<file path="config.mk">
export PLATFORM = sky130hd
export DESIGN_NAME = led_snake_sequencer
export DESIGN_NICKNAME = d
export VERILOG_FILES = /design/src/rtl/led_snake_sequencer.sv
export SDC_FILE = /design/constraint.sdc
export NUM_CORES = 1
export LEC_CHECK = 0
export CORE_ASPECT_RATIO = 0.9
export CORE_MARGIN = 5
export CORE_UTILIZATION = 49
export DETAILED_ROUTE_END_ITERATION = 8
export GPL_ROUTABILITY_DRIVEN = 0
export PLACE_DENSITY = 0.74
export REMOVE_ABC_BUFFERS = 1
export SLEW_MARGIN = 20
export SYNTH_ARGS = -nofsm -noshare
export SYNTH_HDL_FRONTEND = slang
export SYNTH_SLANG_ARGS = --single-unit
</file>
<file path="constraint.sdc">
create_clock -name clk -period 2.5 [get_ports clk]
set_clock_uncertainty 0.05 [all_clocks]
set_input_delay 0.5 -clock clk [delete_from_list [all_inputs] [get_ports clk]]
set_output_delay 0.5 -clock clk [all_outputs]
set_load 0.01 [all_outputs]
</file>
<file path="src/rtl/led_snake_sequencer.sv">
// Purpose : step/reload controller for the switch-selected LED snake shifter
//           (free-run, pause/resume, single step, debounced length change).
// Latency : every output is registered; a decision made on edge N is visible after edge N.
// Ports   : clk, rst (sync, active-high), run (level), step_req (button), switch[2:0]
//           -> step_o, load_o (1-cycle pulses), len_sel[2:0], state_o[1:0], steps[7:0].
module led_snake_sequencer #(
  parameter int TICK_DIV = 4,  // cycles between auto steps in RUN (>= 2)
  parameter int DEBOUNCE = 3   // stable cycles before a switch change is accepted (>= 1)
) (
  input  logic       clk,
  input  logic       rst,
  input  logic       run,
  input  logic       step_req,
  input  logic [2:0] switch,
  output logic       step_o,
  output logic       load_o,
  output logic [2:0] len_sel,
  output logic [1:0] state_o,
  output logic [7:0] steps
);

  localparam int CW = $clog2(TICK_DIV);
  localparam int SW = $clog2(DEBOUNCE + 1);

  typedef enum logic [1:0] {
    S_IDLE   = 2'b00,
    S_RUN    = 2'b01,
    S_HOLD   = 2'b10,
    S_RELOAD = 2'b11
  } state_t;

  state_t         state_q, state_d;
  logic [CW-1:0]  cnt_q, cnt_d;
  logic [SW-1:0]  sw_cnt_q, sw_cnt_d;
  logic [2:0]     sw_last_q;
  logic           req_prev_q;
  logic           step_q, step_d;
  logic           load_q, load_d;
  logic [2:0]     len_q, len_d;
  logic [7:0]     steps_q, steps_d;

  logic rise;
  logic reload_req;

  assign rise       = step_req & ~req_prev_q;
  // A reload is never re-triggered from inside the one-cycle RELOAD state.
  assign reload_req = (sw_cnt_q == SW'(DEBOUNCE)) && (state_q != S_RELOAD);

  always_comb begin
    state_d = state_q;
    cnt_d   = cnt_q;
    step_d  = 1'b0;
    load_d  = 1'b0;
    len_d   = len_q;
    steps_d = steps_q;

    // Debounce: count consecutive cycles the switch holds a new value
    // that differs from the accepted length; saturate at the threshold.
    if ((switch != sw_last_q) || (switch == len_q)) begin
      sw_cnt_d = '0;
    end else if (sw_cnt_q == SW'(DEBOUNCE)) begin
      sw_cnt_d = sw_cnt_q;
    end else begin
      sw_cnt_d = sw_cnt_q + 1'b1;
    end

    if (reload_req) begin
      // Reload wins over any coincident button edge or RUN tick.
      state_d  = S_RELOAD;
      len_d    = switch;
      load_d   = 1'b1;
      cnt_d    = '0;
      steps_d  = '0;
      sw_cnt_d = '0;
    end else begin
      case (state_q)
        S_RELOAD: begin
          cnt_d   = '0;
          state_d = run ? S_RUN : S_IDLE;
        end
        S_IDLE: begin
          if (run) begin
            state_d = S_RUN;
            cnt_d   = '0;
          end else if (rise) begin
            step_d  = 1'b1;
            steps_d = steps_q + 8'd1;
          end
        end
        S_RUN: begin
          if (!run) begin
            state_d = S_IDLE;
          end else if (rise) begin
            state_d = S_HOLD;
          end else if (cnt_q == CW'(TICK_DIV - 1)) begin
            cnt_d   = '0;
            step_d  = 1'b1;
            steps_d = steps_q + 8'd1;
          end else begin
            cnt_d = cnt_q + 1'b1;
          end
        end
        S_HOLD: begin
          // cnt stays frozen so a resume continues the interrupted interval.
          if (!run) begin
            state_d = S_IDLE;
          end else if (rise) begin
            state_d = S_RUN;
          end
        end
        default: state_d = S_IDLE;
      endcase
    end
  end

  always_ff @(posedge clk) begin
    if (rst) begin
      state_q    <= S_IDLE;
      cnt_q      <= '0;
      sw_cnt_q   <= '0;
      sw_last_q  <= '0;
      req_prev_q <= 1'b0;
      step_q     <= 1'b0;
      load_q     <= 1'b0;
      len_q      <= '0;
      steps_q    <= '0;
    end else begin
      state_q    <= state_d;
      cnt_q      <= cnt_d;
      sw_cnt_q   <= sw_cnt_d;
      sw_last_q  <= switch;
      req_prev_q <= step_req;
      step_q     <= step_d;
      load_q     <= load_d;
      len_q      <= len_d;
      steps_q    <= steps_d;
    end
  end

  assign step_o  = step_q;
  assign load_o  = load_q;
  assign len_sel = len_q;
  assign state_o = state_q;
  assign steps   = steps_q;

endmodule
</file>
### Word level (Yosys, flattened, before mapping)

Cells that the tools add are included.
W data, S select, Z words.

* register bits: 23
* latch bits: 0
* memory bits (writable): 0
* ROM bits: 0
* output and inout bits: 15
* logic and storage cells: 67
* memories kept: 0

* add/subtract/negate cells: 3
* multipliers: 0
* div/mod/pow operators: 0
* order comparisons: 0
* eq/ne operators: 17
* shifts and indexed selects: 0
* multiplexer cells: 26
* bitwise gates (word level): 2
* reduce and logical (&&, ||, !) cells: 10

Operator list (count)
* $mux W8: 5
* $mux W2: 10
* $pmux W8 S2: 1
* $ne A2 B2 Y1 const B: 7
* $add A8 B1 Y8 const B: 1
* $eq A2 B2 Y1 const B: 4
* $ne A4 B4 Y1 const B: 2
* $pmux W2 S4: 1
* $mux W1: 7
* $pmux W2 S3: 1
* $reduce_and A6 Y1: 1
* $add A2 B1 Y2 const B: 2
* $reduce_and A4 Y1: 1
* $eq A3 B3 Y1: 1
* $ne A3 B3 Y1: 1
* $ne A3 B3 Y1 const B: 1
* $reduce_and A3 Y1: 1
* $reduce_bool A3 Y1: 1
* $reduce_or A3 Y1: 1
* $eq A2 B1 Y1 const B: 1
* $logic_not A2 Y1: 1
* $pmux W1 S2: 1
* $reduce_bool A2 Y1: 1
* $reduce_or A2 Y1: 1
* other kinds (4): 4

### Logic depth before layout (Yosys ltp)

Gate-level depths: netlist (run 1).

* depth in word-level cells: 6
* depth in mapped cells: 6
* mapped depth without buffers: 5

### Least setup slack after synthesis (run 1)

OpenSTA, ideal clock, no wires.

* path type: input to register
* start: in step_req
* end: reg steps_q[7] (netlist: steps[7])
* library setup time: 0.070 ns
* arrival: 1.754 ns
* required time: 2.380 ns
* setup slack: 0.626 ns
* stages on the path: 4
* buffers on the path: 0
* path through: or4b_1 o32a_1 or4_1 a21oi_1

* cells in the longest elaborated chain, start to end: 3
* elaborated cells between the ends (all ways): 4
* classes of those cells: 2 x eq/ne; 1 x bitwise; 1 x reduce/logical

Ends and longest elaborated chain
* from (decl): line 13 `input logic step_req,`
* $and A1 B1 Y1 (*): line 45 `assign rise = step_req & ~req_prev_q;`
* $ne A2 B2 Y1 (no source line)
* $reduce_and A6 Y1 (no source line) (*)
* to (signal assigned): line 136 `steps_q <= steps_d;`
* to (decl): line 40 `logic [7:0] steps_q, steps_d;`

Every way passes the cells marked *; elsewhere a longest branch is shown, timed or not.
A chain may end at the register's enable or synchronous reset.

### Final worst setup path (run 1)

* start: in step_req
* end: reg steps_q[4] (netlist: steps[4])

The elaborated chain is that of the path after synthesis.

==> metrics, run 1 <==
status finished, final reports clean; Die Wd 58.41 um; worst endpoint data arrival time 2.31 ns; placed cell count 162; TritonCTS Buffers 3; switching part of the total 0.2364; Synth cell types 28; Adder-Cell Fraction of Synth Area 0.03632; Logic pwr share 0.110; area leader, netlist dfxtp_1; root buffer cell clkbuf_4; commonest cells after routing, fill and taps aside 23 x dfxtp_1, 21 x clkdlybuf4s50_1, 13 x nor2_1; Core ar. 1971 um^2; Post-Synth XOR/XNOR Area 0.06780; clock latency on the worst-skew pair 0.31 ns; critical path data required time 2.70 ns; main combinational cell family by area after synthesis simple AND/OR/NAND/NOR gates; share of the synthesized area in the top cell type 0.4455; Remaining Overflow, GRT 0; Final Critical Period 2.114 ns; die area 3129 um^2; Seq/Total Area, Yosys 0.4455; initial antenna violation count 0; port bufs 21; r2r setup slk 0.57 ns; commonest non-fill, non-tap cell in the layout dfxtp_1; MaxCap Viol Count 0; Final nets 152; ranking of synthesized cells by area dfxtp_1 45%, mux2i_1 7.7%, nor2_1 4.7%; HP Start steps[7]$_SDFFE_PP0P_; CTS tree done; Final Hold Viols 0; PwrDens 461.9 nW/um^2; Max VDD drop 0.0003840 V; layout cell share with drive strength beyond 1 0.07092; Tot GR Track Use 0.1467; WL/cell 11.83 um; vias in the first global route 844; drt pass-1 iters 4; crit path max fanout 13; Slew Viols, Final 0; Clock power frac 0.273; diode count 0; multiplexer area fraction after synthesis 0.07748; type of element launching the critical path primary input; final std cells w/o fill 166; Setup crit start step_req; Net Sw Power 146.3 uW; Simple-Gate Fraction of Synth Area 0.2421; WS Path Type in -> reg; ratio of final minimum period to clock period 0.8457; Worst Hold Class reg -> reg; vias per inst 5.229; final core occ 0.6800; Residual DRC 0; number of setup buffers added after CTS 0; CTS clk-pin slew, worst paths 0.12 ns; RSZ-0062 raised after global routing false; worst-margin pin slew 0.3692 ns; total clock sinks 23; FILL cells 179; Layout area overhead 29.66%; chip height 53.57 um; post-cts resize count 0; clock buffer depth 2; FF+latch count, synth 23; Synth warnings 0; crit path to steps[4]$_SDFFE_PP0P_; H-Tree Level Count 1; syn avg cell area 9.066 um^2; post-route setup TNS 0 ns; Iter 0 DRT Violations 22; reg2reg end steps[4]$_SDFFE_PP0P_; starting density of the core 0.5244; Synth Instances 114; DRT Wirelength 1.964 mm; Final ANT Viol Nets 0; Final Setup Violations 0; via count 868; hpwl dp 1.524 mm; crit end category flop; first-pass GRT wire length 3.498 mm; # IOs 22; worst r2r src state_o[0]$_SDFFE_PP0P_; CTS Hold Bufs 0; leakage 0.5039 nW; Peak Freq 473.0 MHz; part of the power in registers 0.617; post-synthesis compound-gate area fraction 0.1077; internal power 472.7 uW; relative slew slack 0.7512; area of the mapped netlist 1033 um^2; FP Rows 15; Worst Reg-to-Reg Cells 5; largest net degree at the start of global routing 14
[logic make-up (layout without fill, tap and decap cells)]
logic type,after synthesis,after routing
buf+inv,6,33
compound gates,19,19
flops,23,23
simple gates,47,47
xor+xnor,8,8
mux,8,8
fa+ha+maj,3,3
[metrics by stage]
| stage | worst slack [ns] | cell area, um^2 | power [mW] | hold WS, ns |
|---|---|---|---|---|
| floorplan | 0.4890 | 1021 | 0.4225 | 0.4146 |
| global placement | 0.08715 | 1313 | 0.4571 | 0.4203 |
| detailed placement | 0.06599 | 1313 | 0.4592 | 0.4243 |
| CTS | 0.3890 | 1340 | 0.6268 | 0.4409 |
| global route | 0.3141 | 1340 | 0.6621 | 0.4544 |
| finish | 0.3857 | 1340 | 0.6190 | 0.4333 |
[routing by layer]
layer / GRT usage / wire length (um) / vias to the layer above / part of all wire
li1: - / - / 452 / -
met1: 0.1645 / 889 / 400 / 0.45
met2: 0.2565 / 962 / 14 / 0.49
met3: 0.05755 / 97 / 2 / 0.049
met4: 0.04633 / 14 / 0 / 0.0071
met5: 0 / 0 / - / 0
[registers in the layout (all words and copies together) (netlist names)]
name,count
cnt_q,2
req_prev_q,1
len_sel,3
steps,8
sw_last_q,3
step_o,1
sw_cnt_q,2
load_o,1
state_o,2
[cell usage after synthesis, drive strengths merged]
library cell,n
or2,1
o32a,1
nand4,1
nand2,4
a21boi,1
o21ai,7
nor3,2
clkbuf,2
xor2,5
and3b,1
a21oi,7
nor2b,6
buf,1
mux2i,8
o31ai,2
nand2b,5
a221oi,1
xnor2,3
nor2,13
ha,3
or4,1
and2,2
or3,5
or4b,1
nand3,5
dfxtp,23
inv,3
[power groups by stage]
stage	clock (mW)	combinational, mW	sequential [mW]
floorplan	0	0.0320	0.391
global placement	0	0.0673	0.390
detailed placement	0	0.0688	0.390
CTS	0.176	0.0690	0.382
global route	0.203	0.0754	0.384
finish	0.169	0.0682	0.382
[layout make-up]
class / instances / area, um^2 / area share
Timing Repair Buffer: 26 / 260.3 / 0.1942
Clock inverter: 1 / 5.005 / 0.003735
Tap cell: 25 / 31.28 / 0.02334
Inverter: 3 / 11.26 / 0.008403
Clock buffer: 3 / 22.52 / 0.01681
Sequential cell: 23 / 460.4 / 0.3436
Multi-Input combinational cell: 85 / 549.3 / 0.4099
[worst min path at each step]
stage | end | cells past startpoint
2_1_floorplan | cnt_q[1]$_SDFFE_PP0P_ | 2
5_1_grt | steps[7]$_SDFFE_PP0P_ | 2
3_5_place_dp | steps[7]$_SDFFE_PP0P_ | 2
6_report | steps[7]$_SDFFE_PP0P_ | 2
4_1_cts | steps[7]$_SDFFE_PP0P_ | 2
3_3_place_gp | steps[7]$_SDFFE_PP0P_ | 2
[worst max-delay path: stages]
cell and delay [ns]:
clkdlybuf4s50_1 0.48, or4b_1 0.43, o32a_1 0.25, buf_12 0.17, or3_1 0.33, a21oi_1 0.15
Power figures use the tool's default switching activity.
==> run 2: changes to the inputs <==
--- a/config.mk
+++ b/config.mk
@@ -7,10 +7,10 @@
 export LEC_CHECK = 0
 export CORE_ASPECT_RATIO = 0.9
 export CORE_MARGIN = 5
-export CORE_UTILIZATION = 49
+export CORE_UTILIZATION = 44
 export DETAILED_ROUTE_END_ITERATION = 8
 export GPL_ROUTABILITY_DRIVEN = 0
-export PLACE_DENSITY = 0.74
+export PLACE_DENSITY = 0.7
 export REMOVE_ABC_BUFFERS = 1
 export SLEW_MARGIN = 20
 export SYNTH_ARGS = -nofsm -noshare
==> constraint.sdc (replaced) <==
create_clock -name clk -period 1.8 [get_ports clk]
set_clock_uncertainty 0.05 [all_clocks]
set_input_delay 0.36 -clock clk [delete_from_list [all_inputs] [get_ports clk]]
set_output_delay 0.36 -clock clk [all_outputs]
set_load 0.01 [all_outputs]
==> run 2 against run 1 <==
  * The run now ends with setup timing left
  * Sequential share of layout area is 1.6 points lower
  * First-iteration DRC count is 100% higher
  * Critical path depth is 1 lower
  * Critical endpoint is now steps[6]$_SDFFE_PP0P_
  * Global-route usage hardly changed
==> metrics, run 2 (synthesized netlist as in run 1, its figures left out) <==
status finished, violations left; failing checks setup timing; FP Rows 16; commonest non-fill, non-tap cell in the layout dfxtp_1; final core occ 0.6438; initial antenna violation count 0; drt pass-1 iters 4; FILL cells 198; diode count 0; crit end category flop; Tot GR Track Use 0.1468; crit path max fanout 6; total clock sinks 23; r2r setup slk -0.03 ns; RSZ-0062 raised after global routing true; WS Path Type reg -> reg; die area 3419 um^2; commonest cells after routing, fill and taps aside 20 x dfxtp_1, 18 x clkdlybuf4s50_1, 13 x nor2_1; layout cell share with drive strength beyond 1 0.1611; via count 902; root buffer cell clkbuf_4; vias in the first global route 902; hpwl dp 1.682 mm; final std cells w/o fill 176; post-route setup TNS -0.07617 ns; # IOs 22; WL/cell 12.59 um; setup ws final -0.02823 ns; Die Wd 61.09 um; clock latency on the worst-skew pair 0.32 ns; Layout area overhead 37.17%; TritonCTS Buffers 3; Final Setup Violations 3; Post-DP Area 1355 um^2; Max VDD drop 0.0004928 V; PwrDens 620.7 nW/um^2; relative slew slack 0.8107; Worst Hold Class in -> reg; H-Tree Level Count 1; design area 1418 um^2; critical path data required time 2.02 ns; CTS tree done; Final Critical Period 1.828 ns; Residual DRC 0; CTS clk-pin slew, worst paths 0.13 ns; hold slack 0.3961 ns; DRT Wirelength 2.216 mm; port bufs 21; Final Power 879.9 uW; placed cell count 171; Slew Viols, Final 0; Final Hold Viols 0; type of element launching the critical path flop; first-pass GRT wire length 3.870 mm; Remaining Overflow, GRT 0; Peak Freq 547.0 MHz; pre-CTS WS -0.5801 ns; worst-margin pin slew 0.2833 ns; Core ar. 2202 um^2; leakage 0.5769 nW; vias per inst 5.125; max reg flops 8; clock buffer depth 2; largest net degree at the start of global routing 14; starting density of the core 0.4693; Final nets 160; MaxCap Viol Count 0; chip height 55.98 um; worst endpoint data arrival time 2.05 ns; ratio of final minimum period to clock period 1.016; Iter 0 DRT Violations 44; Final ANT Viol Nets 0
-- run 2: cell type report --
| type | count | area [um^2] | area share |
|---|---|---|---|
| clock buffer | 3 | 22.52 | 0.01589 |
| clock inverter | 1 | 5.005 | 0.003530 |
| inverter | 3 | 11.26 | 0.007944 |
| multi-input combinational | 85 | 561.8 | 0.3963 |
| sequential | 23 | 464.2 | 0.3274 |
| tap | 27 | 33.78 | 0.02383 |
| timing repair buffer | 34 | 319.1 | 0.2251 |
-- run 2: final timing paths --
path                                end               startpoint  depth (start not counted)
hold / removal    req_prev_q$_SDFF_PP0_                 step_req                          2
setup reg to reg  steps[6]$_SDFFE_PP0P_  state_o[0]$_SDFFE_PP0P_                          5
hold reg to reg   steps[7]$_SDFFE_PP0P_    steps[7]$_SDFFE_PP0P_                          2
setup / recovery  steps[6]$_SDFFE_PP0P_  state_o[0]$_SDFFE_PP0P_                          5
-- run 2: timing repair --
item                       4_1_cts  5_1_grt
pin swaps                        3        6
setup endpoints to repair        7        9
hold buffers                     0        0
buffers inserted                 0        1
gates resized for setup          1       10
-- run 2: power breakdown --
part	switching, mW	total [mW]	internal, mW	leakage [nW]
Sequential	0.00752	0.528	0.521	0.189
Combinational	0.0493	0.109	0.0602	0.371
Clock	0.159	0.242	0.0834	0.0177
Total	0.216	0.880	0.664	0.577
-- run 2: critical path, cell delays in order, from the launching register on --
cell	delay, ns
dfxtp_1	0.33
or4b_1	0.51
o32a_1	0.26
buf_6	0.16
or3_1	0.34
a21oi_1	0.12
-- run 2: per-layer routing --
layer | GRT usage | vias to the layer above | wire, um | part of all wire
li1 | - | 463 | - | -
met3 | 0.05336 | 6 | 89 | 0.040
met1 | 0.1793 | 419 | 998 | 0.45
met2 | 0.2296 | 14 | 1092 | 0.49
met4 | 0.05573 | 0 | 36 | 0.016
met5 | 0 | - | 0 | 0
==> run 3: changes to the inputs <==
--- a/config.mk
+++ b/config.mk
@@ -5,12 +5,13 @@
 export SDC_FILE = /design/constraint.sdc
 export NUM_CORES = 1
 export LEC_CHECK = 0
+export ABC_AREA = 1
 export CORE_ASPECT_RATIO = 0.9
 export CORE_MARGIN = 5
-export CORE_UTILIZATION = 44
+export CORE_UTILIZATION = 45
 export DETAILED_ROUTE_END_ITERATION = 8
 export GPL_ROUTABILITY_DRIVEN = 0
-export PLACE_DENSITY = 0.7
+export PLACE_DENSITY = 0.71
 export REMOVE_ABC_BUFFERS = 1
 export SLEW_MARGIN = 20
 export SYNTH_ARGS = -nofsm -noshare
==> run 3 against run 2 <==
  * The flow now finishes without violations
  * Non-clock buffer count is 12 lower
  * Sequential power grew 1%
  * Wire length is 5.7% lower
  * Worst setup slack gained 0.099 ns
  * Largest cell class unchanged
  * Highest routed layer unchanged
==> metrics, run 3 <==
crit path to state_o[1]; Iter 0 DRT Violations 15; largest net degree at the start of global routing 15; total clock sinks 23; Final Critical Period 1.729 ns; CP delay by family, top buffers and inverters; vias per inst 4.776; r2r setup slk 0.40 ns; area leader, netlist dfxtp_1; critical path data required time 1.39 ns; Final Hold Viols 0; max reg flops 8; PwrDens 662.4 nW/um^2; commonest non-fill, non-tap cell in the layout nor2_1; share of the synthesized area in the top cell type 0.4220; Layout area overhead 23.51%; MaxCap Viol Count 0; crit end category output pin; initial antenna violation count 0; TritonCTS Buffers 3; area of the mapped netlist 1091 um^2; Residual DRC 0; hpwl dp 1.639 mm; layout cell share with drive strength beyond 1 0.1402; syn avg cell area 7.793 um^2; Core ar. 2382 um^2; die area 3511 um^2; Final ANT Viol Nets 0; type of element launching the critical path flop; port bufs 21; starting density of the core 0.4580; # IOs 22; via count 917; DRT Wirelength 2.089 mm; FP Rows 17; RSZ-0062 raised after global routing false; Synth Instances 140; Die Wd 61.91 um; Synth async-reset ratio 0; worst r2r src steps[0]$_SDFFE_PP0P_; hold slack 0.4609 ns; drt pass-1 iters 4; worst endpoint data arrival time 1.32 ns; leakage 0.5625 nW; most common cell in the netlist nor2_1; diode count 0; clock buffer depth 2; Slew Viols, Final 0; ratio of final minimum period to clock period 0.9606; H-Tree Level Count 1; worst-margin pin slew 0.3458 ns; CTS tree done; crit path max fanout 6; WS Path Type reg -> out; Final Setup Violations 0; Crit path largest cell delay 0.57 ns; Synth cell types 22; root buffer cell clkbuf_4; crit path cell chain clkdlybuf4s50_1; CTS clk-pin slew, worst paths 0.13 ns; first-pass GRT wire length 3.574 mm; reg2reg end steps[6]$_SDFFE_PP0P_; Primary FF master, synth dfxtp_1; number of flops mapped to enable cells by yosys 0; Final nets 175; status finished, final reports clean; Worst Reg-to-Reg Cells 6; placed cell count 188; commonest cells after routing, fill and taps aside 26 x nor2_1, 24 x nand2_1, 22 x dfxtp_1; CP bufs+invs 1; Commonest cells post-synth 26 x nor2_1, 24 x nand2_1, 23 x dfxtp_1, 13 x inv_1, 12 x nand3_1; Crit-path slowest cell clkdlybuf4s50_1; chip height 56.72 um; final std cells w/o fill 192; FILL cells 239; Remaining Overflow, GRT 0; Tot GR Track Use 0.1325; Synth warnings 0; post-route setup TNS 0 ns; WL/cell 10.88 um; clock latency on the worst-skew pair 0.31 ns; Final Power 892.6 uW; FF+latch count, synth 23; Worst Hold Class reg -> reg; ranking of synthesized cells by area dfxtp_1 42%, nor2_1 8.9%, nand2_1 8.3%; Max VDD drop 0.0005055 V; vias in the first global route 872; stages on the worst setup path 1; Peak Freq 578.4 MHz; relative slew slack 0.7694; final core occ 0.5657; Seq/Total Area, Yosys 0.4220; Setup crit start state_o[1]$_SDFFE_PP0P_
==> run 3: stage by stage <==
stage          instance area [um^2]  setup slack [ns]
2_1_floorplan                  1064            0.4600
3_3_place_gp                   1316           0.05975
3_5_place_dp                   1316          0.006432
4_1_cts                        1346           0.01268
5_1_grt                        1348           0.01906
6_report                       1348           0.07098
==> run 3: cell families after synthesis <==
kind of cell             after synthesis  synth area share
AO/OA/AOI/OAI                         15           0.09518
buffers and inverters                 18           0.08028
flip-flops                            23            0.4220
XOR/XNOR                               9           0.07225
multiplexers                           1          0.009175
adder cells (fa/ha/maj)                3           0.03441
AND/OR/NAND/NOR                       71            0.2867
==> run 3: layout make-up <==
| class | instances | area, um^2 | share of cell area |
|---|---|---|---|
| Clock inverter | 1 | 7.507 | 0.005571 |
| Sequential cell | 23 | 461.7 | 0.3426 |
| Tap cell | 28 | 35.03 | 0.02600 |
| Multi-Input combinational cell | 99 | 543.0 | 0.4030 |
| Clock buffer | 3 | 22.52 | 0.01671 |
| Inverter | 16 | 60.06 | 0.04457 |
| Timing Repair Buffer | 22 | 217.7 | 0.1616 |
==> run 3: worst min path at each step <==
stage | startpoint | end | slack (ns) | cells past startpoint
6_report | cnt_q[1]$_SDFFE_PP0P_ | cnt_q[1]$_SDFFE_PP0P_ | 0.46 | 2
5_1_grt | len_sel[0]$_SDFFE_PP0P_ | len_sel[0]$_SDFFE_PP0P_ | 0.48 | 2
4_1_cts | cnt_q[1]$_SDFFE_PP0P_ | cnt_q[1]$_SDFFE_PP0P_ | 0.46 | 2
3_5_place_dp | cnt_q[1]$_SDFFE_PP0P_ | cnt_q[1]$_SDFFE_PP0P_ | 0.43 | 2
3_3_place_gp | cnt_q[1]$_SDFFE_PP0P_ | cnt_q[1]$_SDFFE_PP0P_ | 0.43 | 2
2_1_floorplan | rst | req_prev_q$_SDFF_PP0_ | 0.38 | 1
==> run 3: tightest hold or removal path: stages (launching register included) <==
cell and delay [ns]:
dfxtp_1 0.34, nor2_1 0.10, nor2_1 0.05
==> run 3: layer usage <==
| metal | GRT usage | share of wire | vias to the layer above |
|---|---|---|---|
| li1 | - | - | 488 |
| met1 | 0.1607 | 0.45 | 410 |
| met2 | 0.2182 | 0.49 | 17 |
| met3 | 0.05057 | 0.050 | 2 |
| met4 | 0.02727 | 0.0057 | 0 |
| met5 | 0 | 0 | - |
==> run 3: report_power, final <==
part,total (mW),internal [mW],switching [mW]
clock network,0.249,0.0848,0.164
registers,0.535,0.524,0.0111
logic,0.108,0.0500,0.0583
==> run 3: what timing repair did <==
item	4_1_cts	5_1_grt
hold buffers	0	0
endpoints found under the hold margin	0	0
buffers inserted	0	0
resized for setup	0	1
setup endpoints to repair	0	1
